### src/rtl/i2s_audio_path.sv
// I2S slave transceiver: deserialises codec ADC frames, applies channel mode and
// attenuation, reserialises to the DAC and tracks per-channel decaying peak levels.
module i2s_audio_path #(
   parameter int DATA_WIDTH   = 24,
   parameter int DECAY_FRAMES = 1024
) (
   input  logic                         CLOCK,
   input  logic                         RESET,
   input  logic                         AUD_BCLK,
   input  logic                         AUD_ADCLRCK,
   input  logic                         AUD_DACLRCK,
   input  logic                         AUD_ADCDAT,
   output logic                         AUD_DACDAT,
   input  logic [1:0]                   mode,
   input  logic [2:0]                   gain,
   output logic                         frame_valid,
   output logic signed [DATA_WIDTH-1:0] rx_left,
   output logic signed [DATA_WIDTH-1:0] rx_right,
   output logic [7:0]                   peak_l,
   output logic [7:0]                   peak_r,
   output logic                         frame_err
);

   localparam logic [5:0] DW_CNT = 6'(DATA_WIDTH);
   localparam int FCW = (DECAY_FRAMES > 1) ? $clog2(DECAY_FRAMES) : 1;
   localparam logic [FCW-1:0] FRAME_LAST = FCW'(DECAY_FRAMES - 1);

   // Sum carries one extra bit so full-scale inputs cannot wrap before halving.
   function automatic logic signed [DATA_WIDTH-1:0] mono_mix(
      input logic signed [DATA_WIDTH-1:0] a,
      input logic signed [DATA_WIDTH-1:0] b);
      logic signed [DATA_WIDTH:0] sum;
      sum = {a[DATA_WIDTH-1], a} + {b[DATA_WIDTH-1], b};
      return sum[DATA_WIDTH:1];
   endfunction

   function automatic logic [7:0] peak_mag(input logic signed [DATA_WIDTH-1:0] s);
      logic [8:0] top;
      logic [8:0] mag;
      top = s[DATA_WIDTH-1 -: 9];
      mag = top[8] ? (~top + 9'd1) : top;
      return mag[8] ? 8'hFF : mag[7:0];
   endfunction

   function automatic logic [7:0] peak_next(input logic [7:0] cur, input logic [7:0] mag,
                                           input logic wrap);
      if (mag > cur)
         return mag;
      else if (wrap && (cur != 8'd0))
         return cur - 8'd1;
      else
         return cur;
   endfunction

   logic [1:0] bclk_sync, adclr_sync, daclr_sync, adcdat_sync;
   logic       bclk_d;
   logic       bclk_rise, bclk_fall;

   always_ff @(posedge CLOCK or posedge RESET) begin
      if (RESET) begin
         bclk_sync   <= '0;
         adclr_sync  <= '0;
         daclr_sync  <= '0;
         adcdat_sync <= '0;
         bclk_d      <= 1'b0;
      end else begin
         bclk_sync   <= {bclk_sync[0], AUD_BCLK};
         adclr_sync  <= {adclr_sync[0], AUD_ADCLRCK};
         daclr_sync  <= {daclr_sync[0], AUD_DACLRCK};
         adcdat_sync <= {adcdat_sync[0], AUD_ADCDAT};
         bclk_d      <= bclk_sync[1];
      end
   end

   assign bclk_rise = bclk_sync[1] & ~bclk_d;
   assign bclk_fall = ~bclk_sync[1] & bclk_d;

   // ---- receive: bit-level capture on BCLK rising edges ----
   logic                         rx_lr_q, rx_sync_q;
   logic [5:0]                   rx_cnt, rx_inc;
   logic [DATA_WIDTH-2:0]        rx_shift;
   logic signed [DATA_WIDTH-1:0] hold_l, hold_r;
   logic                         have_l, have_r;
   logic                         rx_edge, frame_done;

   assign rx_inc     = (rx_cnt == 6'd63) ? rx_cnt : rx_cnt + 6'd1;
   assign rx_edge    = bclk_rise & (adclr_sync[1] != rx_lr_q);
   assign frame_done = rx_edge & rx_lr_q & ~adclr_sync[1] & rx_sync_q & have_l & have_r;

   always_ff @(posedge CLOCK or posedge RESET) begin
      if (RESET) begin
         rx_lr_q   <= 1'b0;
         rx_sync_q <= 1'b0;
         rx_cnt    <= '0;
         rx_shift  <= '0;
         hold_l    <= '0;
         hold_r    <= '0;
         have_l    <= 1'b0;
         have_r    <= 1'b0;
         frame_err <= 1'b0;
      end else if (bclk_rise) begin
         if (rx_edge) begin
            rx_lr_q   <= adclr_sync[1];
            rx_sync_q <= 1'b1;
            rx_cnt    <= '0;
            if ((rx_cnt != 6'd0) && (rx_cnt < DW_CNT))
               frame_err <= 1'b1;
         end else if (rx_sync_q) begin
            // Counting starts only after the first boundary, so a slot joined mid-way is never captured.
            rx_cnt <= rx_inc;
            if (rx_inc <= DW_CNT)
               rx_shift <= {rx_shift[DATA_WIDTH-3:0], adcdat_sync[1]};
            if (rx_inc == DW_CNT) begin
               if (rx_lr_q) begin
                  hold_r <= {rx_shift, adcdat_sync[1]};
                  have_r <= 1'b1;
               end else begin
                  hold_l <= {rx_shift, adcdat_sync[1]};
                  have_l <= 1'b1;
               end
            end
         end
      end
   end

   // ---- p0: frame register, control sampled with the frame ----
   logic [1:0] mode_p0;
   logic [2:0] gain_p0;
   logic       vld_p0;

   always_ff @(posedge CLOCK or posedge RESET) begin
      if (RESET) begin
         rx_left  <= '0;
         rx_right <= '0;
         mode_p0  <= '0;
         gain_p0  <= '0;
         vld_p0   <= 1'b0;
      end else begin
         vld_p0 <= frame_done;
         if (frame_done) begin
            rx_left  <= hold_l;
            rx_right <= hold_r;
            mode_p0  <= mode;
            gain_p0  <= gain;
         end
      end
   end

   assign frame_valid = vld_p0;

   logic signed [DATA_WIDTH-1:0] sel_l, sel_r;

   always_comb begin
      sel_l = rx_left;
      sel_r = rx_right;
      case (mode_p0)
         2'd1: begin
            sel_l = rx_right;
            sel_r = rx_left;
         end
         2'd2: begin
            sel_l = mono_mix(rx_left, rx_right);
            sel_r = sel_l;
         end
         2'd3: begin
            sel_l = '0;
            sel_r = '0;
         end
         default: ;
      endcase
   end

   // ---- p1: processed pair and peak meters ----
   logic signed [DATA_WIDTH-1:0] proc_l_p1, proc_r_p1;
   logic [FCW-1:0]               frame_cnt;
   logic                         decay_wrap;

   assign decay_wrap = (frame_cnt == FRAME_LAST);

   always_ff @(posedge CLOCK or posedge RESET) begin
      if (RESET) begin
         proc_l_p1 <= '0;
         proc_r_p1 <= '0;
         frame_cnt <= '0;
         peak_l    <= '0;
         peak_r    <= '0;
      end else if (vld_p0) begin
         proc_l_p1 <= sel_l >>> gain_p0;
         proc_r_p1 <= sel_r >>> gain_p0;
         frame_cnt <= decay_wrap ? '0 : frame_cnt + 1'b1;
         peak_l    <= peak_next(peak_l, peak_mag(rx_left), decay_wrap);
         peak_r    <= peak_next(peak_r, peak_mag(rx_right), decay_wrap);
      end
   end

   // ---- transmit: serialiser on BCLK falling edges ----
   logic                  tx_lr_q;
   logic [5:0]            tx_cnt, tx_inc;
   logic [DATA_WIDTH-1:0] tx_shift;
   logic [DATA_WIDTH-1:0] shadow_r;

   assign tx_inc = (tx_cnt == 6'd63) ? tx_cnt : tx_cnt + 6'd1;

   always_ff @(posedge CLOCK or posedge RESET) begin
      if (RESET) begin
         tx_lr_q    <= 1'b0;
         tx_cnt     <= '0;
         tx_shift   <= '0;
         shadow_r   <= '0;
         AUD_DACDAT <= 1'b0;
      end else if (bclk_fall) begin
         if (daclr_sync[1] != tx_lr_q) begin
            tx_lr_q    <= daclr_sync[1];
            tx_cnt     <= '0;
            AUD_DACDAT <= 1'b0;
            // A falling LRCK starts a frame: the left word goes straight into the shifter.
            if (daclr_sync[1]) begin
               tx_shift <= shadow_r;
            end else begin
               tx_shift <= proc_l_p1;
               shadow_r <= proc_r_p1;
            end
         end else begin
            tx_cnt <= tx_inc;
            if (tx_inc <= DW_CNT) begin
               AUD_DACDAT <= tx_shift[DATA_WIDTH-1];
               tx_shift   <= {tx_shift[DATA_WIDTH-2:0], 1'b0};
            end else begin
               AUD_DACDAT <= 1'b0;
            end
         end
      end
   end

endmodule

### config.mk
export PLATFORM = sky130hd
export DESIGN_NAME = i2s_audio_path
export DESIGN_NICKNAME = d
export VERILOG_FILES = /design/src/rtl/i2s_audio_path.sv
export SDC_FILE = /design/constraint.sdc
export NUM_CORES = 1
export LEC_CHECK = 0
export ABC_AREA = 0
export ABC_CLOCK_PERIOD_IN_PS = 13990
export BUFFER_PORTS_ARGS = -buffer_cell sky130_fd_sc_hd__clkbuf_2
export CORE_UTILIZATION = 49
export CTS_BUF_LIST = sky130_fd_sc_hd__clkbuf_2
export CTS_CLUSTER_SIZE = 8
export DETAILED_ROUTE_END_ITERATION = 12
export HOLD_SLACK_MARGIN = 0.02
export PLACE_DENSITY_LB_ADDON = 0.2
export SKIP_CTS_REPAIR_TIMING = 1
export SYNTH_ARGS = -nofsm -noshare
export SYNTH_HDL_FRONTEND = slang
export SYNTH_SLANG_ARGS = --single-unit
export TNS_END_PERCENT = 30
### constraint.sdc
create_clock -name CLOCK -period 13.99 [get_ports CLOCK]
set_input_delay 4.197 -clock CLOCK [delete_from_list [all_inputs] [get_ports CLOCK]]
set_output_delay 4.197 -clock CLOCK [all_outputs]
set_load 0.01 [all_outputs]
==> impl_summary.log, run 1 <==
[metrics] Max H-tree Level: 3
[metrics] Setup CP Type: register to output port
[metrics] Top FF cell, synth: sky130_fd_sc_hd__dfrtp_1
[metrics] Die Y: 182.5 um
[metrics] first-pass iteration count of the detailed router: 5
[metrics] global-route wire length before repair: 65,930 um
[metrics] remaining design rule violation count: 0
[metrics] final antenna-violating net count: 0
[metrics] number of distinct library cells after synthesis: 82
[metrics] maximum buffer depth of the clock tree: 3
[metrics] fraction of the mapped netlist area in simple logic gates: 0.1364
[metrics] pin count of the biggest net entering global routing: 126
[metrics] Critical Path RT: 9.79 ns
[metrics] worst path buffer plus inverter count: 2
[metrics] number of pins exceeding their max-slew limit in the final report: 0
[metrics] synthesized net count: 1,718
[metrics] Mapped Area: 15,960 um^2
[metrics] post-synthesis share of cell area spent on xor and xnor gates: 0.01372
[metrics] total CTS buffers: 76
[metrics] final hold vios: 0
[metrics] number of vias in the routed layout: 13,110
[metrics] commonest cells after routing, fill and taps aside: 271 x sky130_fd_sc_hd__dfrtp_1, 188 x sky130_fd_sc_hd__clkbuf_2, 185 x sky130_fd_sc_hd__nand2_1
[metrics] initial antenna violation count: 1
[metrics] number of primary I/O pins: 78
[metrics] RSZ-0062 raised after global routing: no
[metrics] portion of the post-synthesis area used by sequential elements: 0.4312
[metrics] CTS Root Buffer Type: sky130_fd_sc_hd__clkbuf_2
[metrics] critical path fanouts, max: 54
[metrics] mux contribution to synthesized area: 0.1525
[metrics] part of the power in combinational logic: 0.064
[metrics] share of synthesized registers carrying an async set or reset: 1.000
[metrics] adder and majority cell fraction of the synthesized area: 0.03967
[metrics] effective utilization at floorplan: 0.5019
[metrics] switching share of power: 0.2741
[metrics] total global-route track usage: 0.2434
[metrics] largest family of logic cells by synthesized area: compound AO/OA/AOI/OAI gates
[metrics] setup TNS: 0 ns
[metrics] fraction of power consumed by sequential logic: 0.565
[metrics] reg-to-reg endpoint: peak_l[0]
[metrics] CP top delay family: buffers and inverters
[metrics] DR vias/cell: 5.898
[metrics] number of sinks handled by clock tree synthesis: 275
[metrics] Post-Synthesis Cells: 1,657
[metrics] max capacitance violation total: 0
[metrics] ordered list of cells on the worst path: buf_4, clkbuf_2
[metrics] final cycle utilization of the critical path: 0.4369
[metrics] critical path endpoint category: output port
[metrics] share of final-layout standard cells stronger than drive strength 1: 0.2329
[metrics] Synth Register Bits: 275
[metrics] VDD IR max: 54.99 uV
[metrics] die width: 182.5 um
[metrics] crit path launch type: register
[metrics] synthesized-area fraction occupied by ao, oa, aoi and oai cells: 0.1896
[metrics] clock tree from TritonCTS: built
[metrics] synth warn: 0
[metrics] core box area: 31,800 um^2
[metrics] Critical Path AT: 1.92 ns
[metrics] Wirelength per Cell: 17.79 um
[metrics] r2r worst-path depth: 18
[metrics] total congestion overflow: 0
[metrics] Internal: 1094 uW
[metrics] standard-cell row count: 65
[metrics] Cell Pwr Density: 86.85 nW/um^2
[metrics] Final min period: 6.113 ns
[metrics] most common cell after layout, fill and taps aside: sky130_fd_sc_hd__dfrtp_1
[metrics] vias in the first global route: 12,590
[metrics] run status: completed
[metrics] WHS Path Cells: 0
[metrics] Slew headroom: 0.1990
[metrics] startpoint of the lowest-slack register-to-register path: rx_left[16]
[metrics] post-DP HPWL: 27,400 um
[metrics] clock slew seen by the registers of the worst setup and hold paths: 0.09 ns
[metrics] slowest cell on the critical path: sky130_fd_sc_hd__buf_4
[metrics] syn avg cell area: 9.631 um^2
[metrics] final-stage net count: 1,793
[metrics] transition time of the tightest slew-check pin: 1.197 ns
[metrics] Post-synth EDFFs: 0
[metrics] HP Start: adcdat_sync[0]
[metrics] worst-case clock skew: 0.07806 ns
[metrics] Worst R2R Setup Slack: 9.32 ns
[metrics] final setup violation count: 0
[metrics] clock group share of total power: 0.371
[metrics] RePlAce Congestion: 0.9008
[metrics] Total Routed Length: 39,540 um
[metrics] number of non-filler instances in the completed layout: 2,222
[metrics] Initial DRC Count: 930
[metrics] number of buffers added on ports: 77
[metrics] relative area change from synthesis to final layout: 8.781%
[metrics] Psw: 413.3 uW
[metrics] highest clock frequency the design can meet: 163.6 MHz
[metrics] worst min-delay path class: register to register
[metrics] capture endpoint of the worst hold path: adcdat_sync[1]
[metrics] cell count after placement: 2,089
[metrics] Pleak: 0.008477 uW
[metrics] delay of the slowest critical-path stage: 0.48 ns
[metrics] worst skew pair latency: 0.87 ns
[metrics] Die Footprint: 33,300 um^2
registers in the layout, indices dropped and copies added (netlist names), 10 cells and up:
signal,count
hold_l,24
hold_r,24
proc_l_p1,24
proc_r_p1,24
rx_left,24
rx_right,24
shadow_r,24
tx_shift,24
rx_shift,23
frame_cnt,10
power groups by stage:
stage	clock, uW	sequential [uW]	combinational [uW]
after floorplan	0	860	76.0
after global placement	0	865	96.6
after global routing	625	857	112
final	559	852	97.0
after CTS	582	852	99.5
after detailed placement	0	867	99.2
synthesized netlist by cell type, types with 33 or more instances:
cell type                  count  area, um^2
sky130_fd_sc_hd__inv_1        46       172.7
sky130_fd_sc_hd__o31ai_1      33       247.7
sky130_fd_sc_hd__clkbuf_1     90       337.8
sky130_fd_sc_hd__mux2i_1      47       470.5
sky130_fd_sc_hd__nor2_1      136       510.5
sky130_fd_sc_hd__nand3_1      40       200.2
sky130_fd_sc_hd__ha_1         49       613.1
sky130_fd_sc_hd__a21oi_1      92       460.4
sky130_fd_sc_hd__dfrtp_1     275        6882
sky130_fd_sc_hd__o21ai_0     109       545.5
sky130_fd_sc_hd__nand2_1     185       694.4
sky130_fd_sc_hd__mux2_2      159        1790
worst max-delay path by stage:
stage,slack (ns),to,start,depth (start not counted)
detailed placement,7.89,mode_p0[0],RESET,3
global route,7.73,frame_valid,frame_valid,2
floorplan,2.21,AUD_DACDAT,RESET,1
finish,7.88,frame_valid,frame_valid,2
CTS,7.76,frame_valid,frame_valid,2
global placement,7.93,mode_p0[0],RESET,3
worst reg2reg max path, stage by stage, from the launching register on:
cell and delay [ns]:
sky130_fd_sc_hd__dfrtp_1 0.47, sky130_fd_sc_hd__inv_1 0.17, sky130_fd_sc_hd__ha_1 0.19, sky130_fd_sc_hd__nand2_1 0.08, sky130_fd_sc_hd__nor3_1 0.42, sky130_fd_sc_hd__nand3_1 0.29
sky130_fd_sc_hd__o211ai_1 0.26, sky130_fd_sc_hd__ha_1 0.31, sky130_fd_sc_hd__nor2b_1 0.14, sky130_fd_sc_hd__o21a_1 0.17, sky130_fd_sc_hd__o21ai_0 0.15, sky130_fd_sc_hd__nand2b_1 0.08
sky130_fd_sc_hd__a21oi_1 0.13, sky130_fd_sc_hd__o21ai_0 0.08, sky130_fd_sc_hd__o21ai_1 0.08, sky130_fd_sc_hd__buf_4 0.26, sky130_fd_sc_hd__a2bb2oi_1 0.97, sky130_fd_sc_hd__nor2_1 0.11
sky130_fd_sc_hd__a211oi_1 0.24
layout make-up:
class | count | area (um^2)
antenna | 1 | 2.502
clock buffer | 111 | 555.5
clock inverter | 21 | 112.6
fill | 2952 | 14440
inverter | 50 | 195.2
multi-input combinational | 1229 | 8506
sequential | 275 | 6887
tap | 435 | 544.3
timing repair buffer | 100 | 558.0
through the flow:
| stage | util | setup slack, ns | hold slack, ns | cell area (um^2) | total power, uW |
|---|---|---|---|---|---|
| 3_5_place_dp | 0.5248 | 7.891 | 0.3379 | 16690 | 966.6 |
| 4_1_cts | 0.5459 | 7.761 | 0.3600 | 17360 | 1533 |
| 2_1_floorplan | - | 2.213 | 0.3312 | 15960 | 936.5 |
| 5_1_grt | 0.5459 | 7.731 | 0.3742 | 17360 | 1594 |
| 6_report | 0.5459 | 7.877 | 0.3519 | 17360 | 1508 |
| 3_3_place_gp | 0.5248 | 7.926 | 0.3337 | 16690 | 962.0 |
metal layers:
layer / track usage / routed length (um)
met4: 0.08235 / 852
met5: 0 / 0
met1: 0.3579 / 18880
met3: 0.04151 / 2069
met2: 0.3623 / 17740
cells by family after synthesis:
| group | after synthesis |
|---|---|
| compound gates | 452 |
| xor+xnor | 25 |
| fa+ha+maj | 50 |
| buf+inv | 153 |
| flops | 275 |
| mux | 214 |
| simple gates | 488 |
Note: power is estimated with default switching activity, not from simulation.
==> run 2, diff against run 1 <==
- ABC_CLOCK_PERIOD_IN_PS: 13990 -> 6160
- clock period: 13.99 -> 6.16 ns (I/O delays scaled with it)
==> impl_summary.log, run 2 (same netlist as run 1, synthesis figures left out) <==
[metrics] run status: completed
[metrics] total global-route track usage: 0.2449 (+0.001477)
[metrics] ordered list of cells on the worst path: inv_1, ha_1, nand2_1, nor3_1, nand3_1, o211ai_1, ha_1, nor2b_1, o21a_1, o21ai_0, nand2b_1, a21oi_1, o21ai_0, o21ai_1, a2bb2oi_1, a21oi_1, o22a_1
[metrics] relative area change from synthesis to final layout: 9.024%
[metrics] max capacitance violation total: 0 (unchanged)
[metrics] Final min period: 4.248 ns
[metrics] Wirelength per Cell: 17.82 um (+0.12%)
[metrics] vias in the first global route: 12,650 (+0.42%)
[metrics] standard-cell row count: 65 (unchanged)
[metrics] worst skew pair latency: 0.96 ns (+0.09 ns)
[metrics] Max H-tree Level: 3 (unchanged)
[metrics] VDD IR max: 178.4 uV (+220%)
[metrics] maximum buffer depth of the clock tree: 3 (unchanged)
[metrics] DR vias/cell: 5.822 (-1.3%)
[metrics] Cell Area, Placed: 16,720 um^2 (+0.19%)
[metrics] CP top delay family: compound AO/OA/AOI/OAI gates
[metrics] worst-case clock skew: 0.06854 ns (-0.009520 ns)
[metrics] number of vias in the routed layout: 12,920 (-1.4%)
[metrics] commonest cells after routing, fill and taps aside: 271 x sky130_fd_sc_hd__dfrtp_1, 185 x sky130_fd_sc_hd__nand2_1, 180 x sky130_fd_sc_hd__clkbuf_2
[metrics] Die Footprint: 33,300 um^2 (unchanged)
[metrics] Die Y: 182.5 um (unchanged)
[metrics] Total Routed Length: 39,530 um (about the same)
[metrics] RSZ-0062 raised after global routing: no
[metrics] initial antenna violation count: 1 (unchanged)
[metrics] pin count of the biggest net entering global routing: 158 (+25%)
[metrics] part of the power in combinational logic: 0.064 (about the same)
[metrics] post-DP HPWL: 27,850 um (+1.6%)
[metrics] share of final-layout standard cells stronger than drive strength 1: 0.2322 (-0.0007298)
[metrics] core box area: 31,800 um^2 (unchanged)
[metrics] final-stage net count: 1,793 (unchanged)
[metrics] remaining design rule violation count: 0 (unchanged)
[metrics] final antenna-violating net count: 0 (unchanged)
[metrics] critical path endpoint category: register
[metrics] total CTS buffers: 73 (-3.9%)
[metrics] Psw: 954.3 uW (+130%)
[metrics] Initial DRC Count: 912 (-1.9%)
[metrics] number of pins exceeding their max-slew limit in the final report: 0 (unchanged)
[metrics] most common cell after layout, fill and taps aside: sky130_fd_sc_hd__dfrtp_1
[metrics] fraction of power consumed by sequential logic: 0.559 (-0.006)
[metrics] transition time of the tightest slew-check pin: 1.184 ns (-0.01252 ns)
[metrics] worst min-delay path class: register to register
[metrics] clock slew seen by the registers of the worst setup and hold paths: 0.10 ns (about the same)
[metrics] clock tree from TritonCTS: built
[metrics] switching share of power: 0.2759 (+0.001807)
[metrics] number of primary I/O pins: 78 (unchanged)
[metrics] Critical Path AT: 5.05 ns (+3.13 ns)
[metrics] final setup violation count: 0 (unchanged)
[metrics] final hold vios: 0 (unchanged)
[metrics] worst path buffer plus inverter count: 1 (-1)
[metrics] die width: 182.5 um (unchanged)
[metrics] Critical Path RT: 6.96 ns (-2.83 ns)
[metrics] crit path launch type: register
[metrics] number of sinks handled by clock tree synthesis: 275 (unchanged)
[metrics] highest clock frequency the design can meet: 235.4 MHz
[metrics] critical path fanouts, max: 17 (-69%)
[metrics] final cycle utilization of the critical path: 0.6896
[metrics] first-pass iteration count of the detailed router: 5 (unchanged)
[metrics] clock group share of total power: 0.377 (+0.006)
[metrics] RePlAce Congestion: 0.8862 (-1.6%)
[metrics] total congestion overflow: 0 (unchanged)
[metrics] CTS Root Buffer Type: sky130_fd_sc_hd__clkbuf_2
[metrics] final non-filler cell area: 17,400 um^2 (+0.22%)
[metrics] setup TNS: 0 ns (unchanged)
[metrics] Cell Pwr Density: 198.8 nW/um^2 (+130%)
[metrics] Pleak: 0.008475 uW (about the same)
[metrics] Internal: 2504 uW (+130%)
[metrics] effective utilization at floorplan: 0.5019 (unchanged)
[metrics] slowest cell on the critical path: sky130_fd_sc_hd__a2bb2oi_1
[metrics] global-route wire length before repair: 65,670 um (-0.39%)
[metrics] Slew headroom: 0.2074 (+0.008379)
[metrics] delay of the slowest critical-path stage: 0.95 ns (+0.47 ns)
[metrics] number of buffers added on ports: 77 (unchanged)
[metrics] Setup CP Type: register to register
-- run 2: final timing paths --
check / from / end / slack (ns) / depth (start not counted)
setup / recovery: rx_left[15] / peak_l[5] / 1.91 / 17
hold / removal: bclk_sync[0] / bclk_sync[1] / 0.35 / 0
setup reg to reg: rx_left[15] / peak_l[5] / 1.91 / 17
hold reg to reg: bclk_sync[0] / bclk_sync[1] / 0.35 / 0
max in group asynchronous: RESET / proc_l_p1[13] / 4.17 / 4
min in group asynchronous: RESET / frame_cnt[6] / 1.05 / 3
-- run 2: area by class of cell --
| cell class | instances | area (um^2) |
|---|---|---|
| Timing Repair Buffer | 103 | 593.1 |
| Clock inverter | 23 | 160.2 |
| Clock buffer | 103 | 515.5 |
| Tap cell | 435 | 544.3 |
| Inverter | 50 | 191.4 |
| Fill cell | 2912 | 14400 |
| Multi-Input combinational cell | 1229 | 8506 |
| Sequential cell | 275 | 6887 |
| Antenna cell | 1 | 2.502 |
-- run 2: metrics by stage --
| stage | instances | hold WS [ns] | util | worst slack [ns] | power, uW |
|---|---|---|---|---|---|
| 3_3_place_gp | 2092 | 0.3350 | 0.5258 | 2.101 | 2188 |
| 4_1_cts | 2218 | 0.3601 | 0.5471 | 1.922 | 3534 |
| 5_1_grt | 2219 | 0.3614 | 0.5472 | 1.383 | 3669 |
| 3_5_place_dp | 2092 | 0.3371 | 0.5258 | 1.966 | 2198 |
| 2_1_floorplan | 1657 | 0.3312 | - | 0.6746 | 2127 |
| 6_report | 2219 | 0.3506 | 0.5472 | 1.912 | 3459 |
-- run 2: routing by layer --
metal	track usage	part of all wire	up-vias	wire length (um)
met2	0.3757	0.45	301	17780
li1	-	-	6274	-
met4	0.08941	0.020	0	809
met5	0	0	-	0
met1	0.3447	0.48	6284	18950
met3	0.04650	0.050	60	1993
-- run 2: power by group through the flow --
| stage | logic (uW) | clock network [uW] | registers, uW |
|---|---|---|---|
| 2_1_floorplan | 173 | 0 | 1950 |
| 3_3_place_gp | 221 | 0 | 1970 |
| 3_5_place_dp | 228 | 0 | 1970 |
| 4_1_cts | 227 | 1370 | 1930 |
| 5_1_grt | 258 | 1470 | 1950 |
| 6_report | 221 | 1300 | 1930 |
==> run 3, diff against run 2 <==
- ABC_AREA: 0 -> 1
- ABC_CLOCK_PERIOD_IN_PS: 6160 -> 4400
- clock period: 6.16 -> 4.4 ns (I/O delays scaled with it)
==> impl_summary.log, run 3 <==
[metrics] number of buffers added on ports: 77 (unchanged)
[metrics] final antenna-violating net count: 0 (unchanged)
[metrics] relative area change from synthesis to final layout: 8.842%
[metrics] Commonest cells post-synth: 656 x sky130_fd_sc_hd__nand2_1, 275 x sky130_fd_sc_hd__dfrtp_1, 245 x sky130_fd_sc_hd__inv_1
[metrics] RSZ-0062 raised after global routing: no
[metrics] startpoint of the lowest-slack register-to-register path: rx_right[16]
[metrics] Synth Register Bits: 275 (unchanged)
[metrics] final-stage net count: 2,291 (+28%)
[metrics] number of vias in the routed layout: 14,660 (+13%)
[metrics] Die Footprint: 33,100 um^2 (-0.59%)
[metrics] Mapped Area: 15,860 um^2 (-0.60%)
[metrics] global-route wire length before repair: 72,140 um (+9.8%)
[metrics] worst path buffer plus inverter count: 3 (+2)
[metrics] transition time of the tightest slew-check pin: 1.172 ns (-0.01228 ns)
[metrics] final setup violation count: 0 (unchanged)
[metrics] worst min-delay path class: register to register
[metrics] synth warn: 0 (unchanged)
[metrics] Internal: 3574 uW (+43%)
[metrics] commonest cells after routing, fill and taps aside: 656 x sky130_fd_sc_hd__nand2_1, 275 x sky130_fd_sc_hd__dfrtp_1, 243 x sky130_fd_sc_hd__inv_1
[metrics] number of sinks handled by clock tree synthesis: 275 (unchanged)
[metrics] vias in the first global route: 14,270 (+13%)
[metrics] Pleak: 0.008945 uW (+5.5%)
[metrics] worst skew pair latency: 0.89 ns (-0.07 ns)
[metrics] leading cell type by number of instances after synthesis: sky130_fd_sc_hd__nand2_1
[metrics] switching share of power: 0.2807 (+0.004805)
[metrics] critical path fanouts, max: 16 (-1)
[metrics] Filler Cell Count: 3,168 (+8.8%)
[metrics] clock group share of total power: 0.372 (-0.005)
[metrics] r2r worst-path depth: 17 (unchanged)
[metrics] worst hold slack after final layout: 0.3565 ns (+0.005896 ns)
[metrics] total CTS buffers: 76 (+4.1%)
[metrics] Worst R2R Setup Slack: 0.55 ns (-1.36 ns)
[metrics] standard-cell row count: 65 (unchanged)
[metrics] portion of the post-synthesis area used by sequential elements: 0.4338 (+0.002585)
[metrics] share of synthesized registers carrying an async set or reset: 1.000 (unchanged)
[metrics] clock tree from TritonCTS: built
[metrics] effective utilization at floorplan: 0.5002 (-0.001711)
[metrics] Cell Pwr Density: 287.7 nW/um^2 (+45%)
[metrics] DR vias/cell: 5.468 (-6.1%)
[metrics] remaining design rule violation count: 0 (unchanged)
[metrics] Top FF cell, synth: sky130_fd_sc_hd__dfrtp_1
[metrics] Final min period: 3.846 ns (-0.4025 ns)
[metrics] die width: 181.9 um (-0.30%)
[metrics] RePlAce Congestion: 0.9365 (+5.7%)
[metrics] fraction of power consumed by sequential logic: 0.549 (-0.010)
[metrics] clock slew seen by the registers of the worst setup and hold paths: 0.09 ns (about the same)
[metrics] max capacitance violation total: 0 (unchanged)
[metrics] run status: completed
[metrics] reg-to-reg endpoint: peak_r[1]
[metrics] synth top area cells: sky130_fd_sc_hd__dfrtp_1 43%, sky130_fd_sc_hd__nand2_1 16%, sky130_fd_sc_hd__nand3_1 6.3%
[metrics] Post-synth EDFFs: 0 (unchanged)
[metrics] share of final-layout standard cells stronger than drive strength 1: 0.1229 (-0.1093)
[metrics] syn avg cell area: 7.396 um^2 (-23%)
[metrics] maximum buffer depth of the clock tree: 3 (unchanged)
[metrics] Critical Path AT: 4.61 ns (-0.44 ns)
[metrics] capture endpoint of the worst hold path: adcdat_sync[1]
[metrics] cell taking the most area after synthesis: sky130_fd_sc_hd__dfrtp_1
[metrics] Post-Synthesis Cells: 2,145 (+29%)
[metrics] slowest cell on the critical path: sky130_fd_sc_hd__o21ai_1
[metrics] highest clock frequency the design can meet: 260.0 MHz (+10%)
[metrics] ordered list of cells on the worst path: inv_1, ha_1, inv_1, nor4_1, nand4_1, inv_1, a21oi_1, o21ai_0, ha_1, nand2_1, nor2_1, nand2_1, o211ai_1, nand2_1, o21ai_1, o211ai_1, o21ai_0
[metrics] HP Start: adcdat_sync[0]
[metrics] number of primary I/O pins: 78 (unchanged)
[metrics] total global-route track usage: 0.2717 (+0.02683)
[metrics] most common cell after layout, fill and taps aside: sky130_fd_sc_hd__nand2_1
[metrics] total congestion overflow: 0 (unchanged)
[metrics] final cycle utilization of the critical path: 0.8740 (+0.1844)
[metrics] final hold vios: 0 (unchanged)
[metrics] Psw: 1395 uW (+46%)
[metrics] VDD IR max: 225.3 uV (+26%)
[metrics] WHS Path Cells: 0 (unchanged)
[metrics] Initial DRC Count: 1,052 (+15%)
[metrics] Max H-tree Level: 3 (unchanged)
[metrics] Slew headroom: 0.2178 (+0.01038)
[metrics] pin count of the biggest net entering global routing: 70 (-56%)
[metrics] critical path endpoint category: register
[metrics] Setup CP Type: register to register
[metrics] CP top delay family: compound AO/OA/AOI/OAI gates
[metrics] part of the power in combinational logic: 0.079 (+0.015)
[metrics] Critical Path RT: 5.16 ns (-1.80 ns)
[metrics] crit path launch type: register
[metrics] Die Y: 181.9 um (-0.30%)
[metrics] core box area: 31,720 um^2 (-0.26%)
[metrics] post-DP HPWL: 31,180 um (+12%)
[metrics] initial antenna violation count: 1 (unchanged)
[metrics] first-pass iteration count of the detailed router: 5 (unchanged)
[metrics] Yosys top cell area share: 0.4338 (+0.002585)
[metrics] worst-case clock skew: 0.06395 ns (-0.004588 ns)
[metrics] CTS Root Buffer Type: sky130_fd_sc_hd__clkbuf_2
[metrics] number of pins exceeding their max-slew limit in the final report: 0 (unchanged)
[metrics] setup TNS: 0 ns (unchanged)
[metrics] number of distinct library cells after synthesis: 47 (-43%)
[metrics] synthesized net count: 2,206 (+28%)
[metrics] delay of the slowest critical-path stage: 0.79 ns (-0.16 ns)
[metrics] Total Routed Length: 43,190 um (+9.2%)
[metrics] Wirelength per Cell: 16.11 um (-9.6%)
run 3: cell count changes in the layout (fill, tap and decap cells not counted), moves of 21 or more:
cell / previous run / this run
sky130_fd_sc_hd__nor2_1: 136 / 102
sky130_fd_sc_hd__mux2_2: 159 / 19
sky130_fd_sc_hd__a21oi_1: 91 / 63
sky130_fd_sc_hd__o21ai_1: 6 / 45
sky130_fd_sc_hd__mux2i_1: 47 / 2
sky130_fd_sc_hd__o31ai_1: 33 / 1
sky130_fd_sc_hd__nand3_1: 40 / 199
sky130_fd_sc_hd__nand4_1: 17 / 40
sky130_fd_sc_hd__nand2_1: 185 / 656
sky130_fd_sc_hd__or2_2: 3 / 24
sky130_fd_sc_hd__o22ai_1: 30 / 53
sky130_fd_sc_hd__o21ai_0: 107 / 148
sky130_fd_sc_hd__inv_1: 45 / 243
run 3: metal layers:
metal | share of wire | routed length [um] | GRT usage | vias to the layer above
li1 | - | - | - | 7268
met1 | 0.46 | 19740 | 0.3604 | 6927
met2 | 0.46 | 20010 | 0.4385 | 372
met3 | 0.048 | 2081 | 0.04954 | 93
met4 | 0.031 | 1353 | 0.1133 | 0
met5 | 0 | 0 | 0 | -
run 3: how the worst max path moves through the flow:
stage                 startpoint          to  slack, ns  cells past startpoint
floorplan                  RESET  AUD_DACDAT      -0.56                      1
global placement    rx_right[17]   peak_r[3]       0.81                     15
detailed placement   rx_left[15]   peak_l[5]       0.65                     20
CTS                  rx_left[15]   peak_l[7]       0.57                     20
global route        rx_right[16]   peak_r[2]       0.08                     17
finish              rx_right[16]   peak_r[1]       0.55                     17
run 3: power groups by stage:
stage	Combinational, uW	Clock [uW]	Sequential [uW]
after floorplan	320	0	2750
after global placement	392	0	2770
after detailed placement	400	0	2770
after CTS	401	1920	2730
after global routing	461	2050	2740
final	392	1850	2730
run 3: cell families (layout without fill, tap and decap cells):
logic type	count (synthesis)	in the layout	synth area share
other cells	0	1	0
simple gates	1061	1061	0.2837
mux	21	21	0.01475
fa+ha+maj	50	50	0.03991
xor+xnor	23	23	0.01270
flops	275	275	0.4338
compound gates	374	374	0.1311
buf+inv	341	474	0.08408
run 3: cell type report:
class	count	area (um^2)	area share
Timing Repair Buffer	99	613.1	0.03551
Clock inverter	13	102.6	0.005942
Multi-Input combinational cell	1529	7660	0.4436
Tap cell	402	503.0	0.02913
Clock buffer	113	565.5	0.03275
Sequential cell	275	6882	0.3985
Inverter	249	938.4	0.05435
Antenna cell	1	2.502	0.0001449
run 3: worst reg2reg max path, delay by kind of cell, from the launching register on:
family / cells / cell delay, ns
AO/OA/AOI/OAI: 6 / 1.37
adder cells (fa/ha/maj): 2 / 0.39
flip-flops: 1 / 0.45
buffers and inverters: 3 / 0.40
AND/OR/NAND/NOR: 6 / 1.11
run 3: stage by stage:
stage | cells | power [uW] | setup slack, ns | cell area (um^2) | util
finish | 2681 | 4968 | 0.5544 | 17270 | 0.5444
global route | 2681 | 5248 | 0.07964 | 17270 | 0.5444
CTS | 2680 | 5043 | 0.5740 | 17260 | 0.5442
detailed placement | 2554 | 3174 | 0.6479 | 16590 | 0.5231
global placement | 2554 | 3162 | 0.8126 | 16590 | 0.5231
floorplan | 2145 | 3066 | -0.5574 | 15870 | -
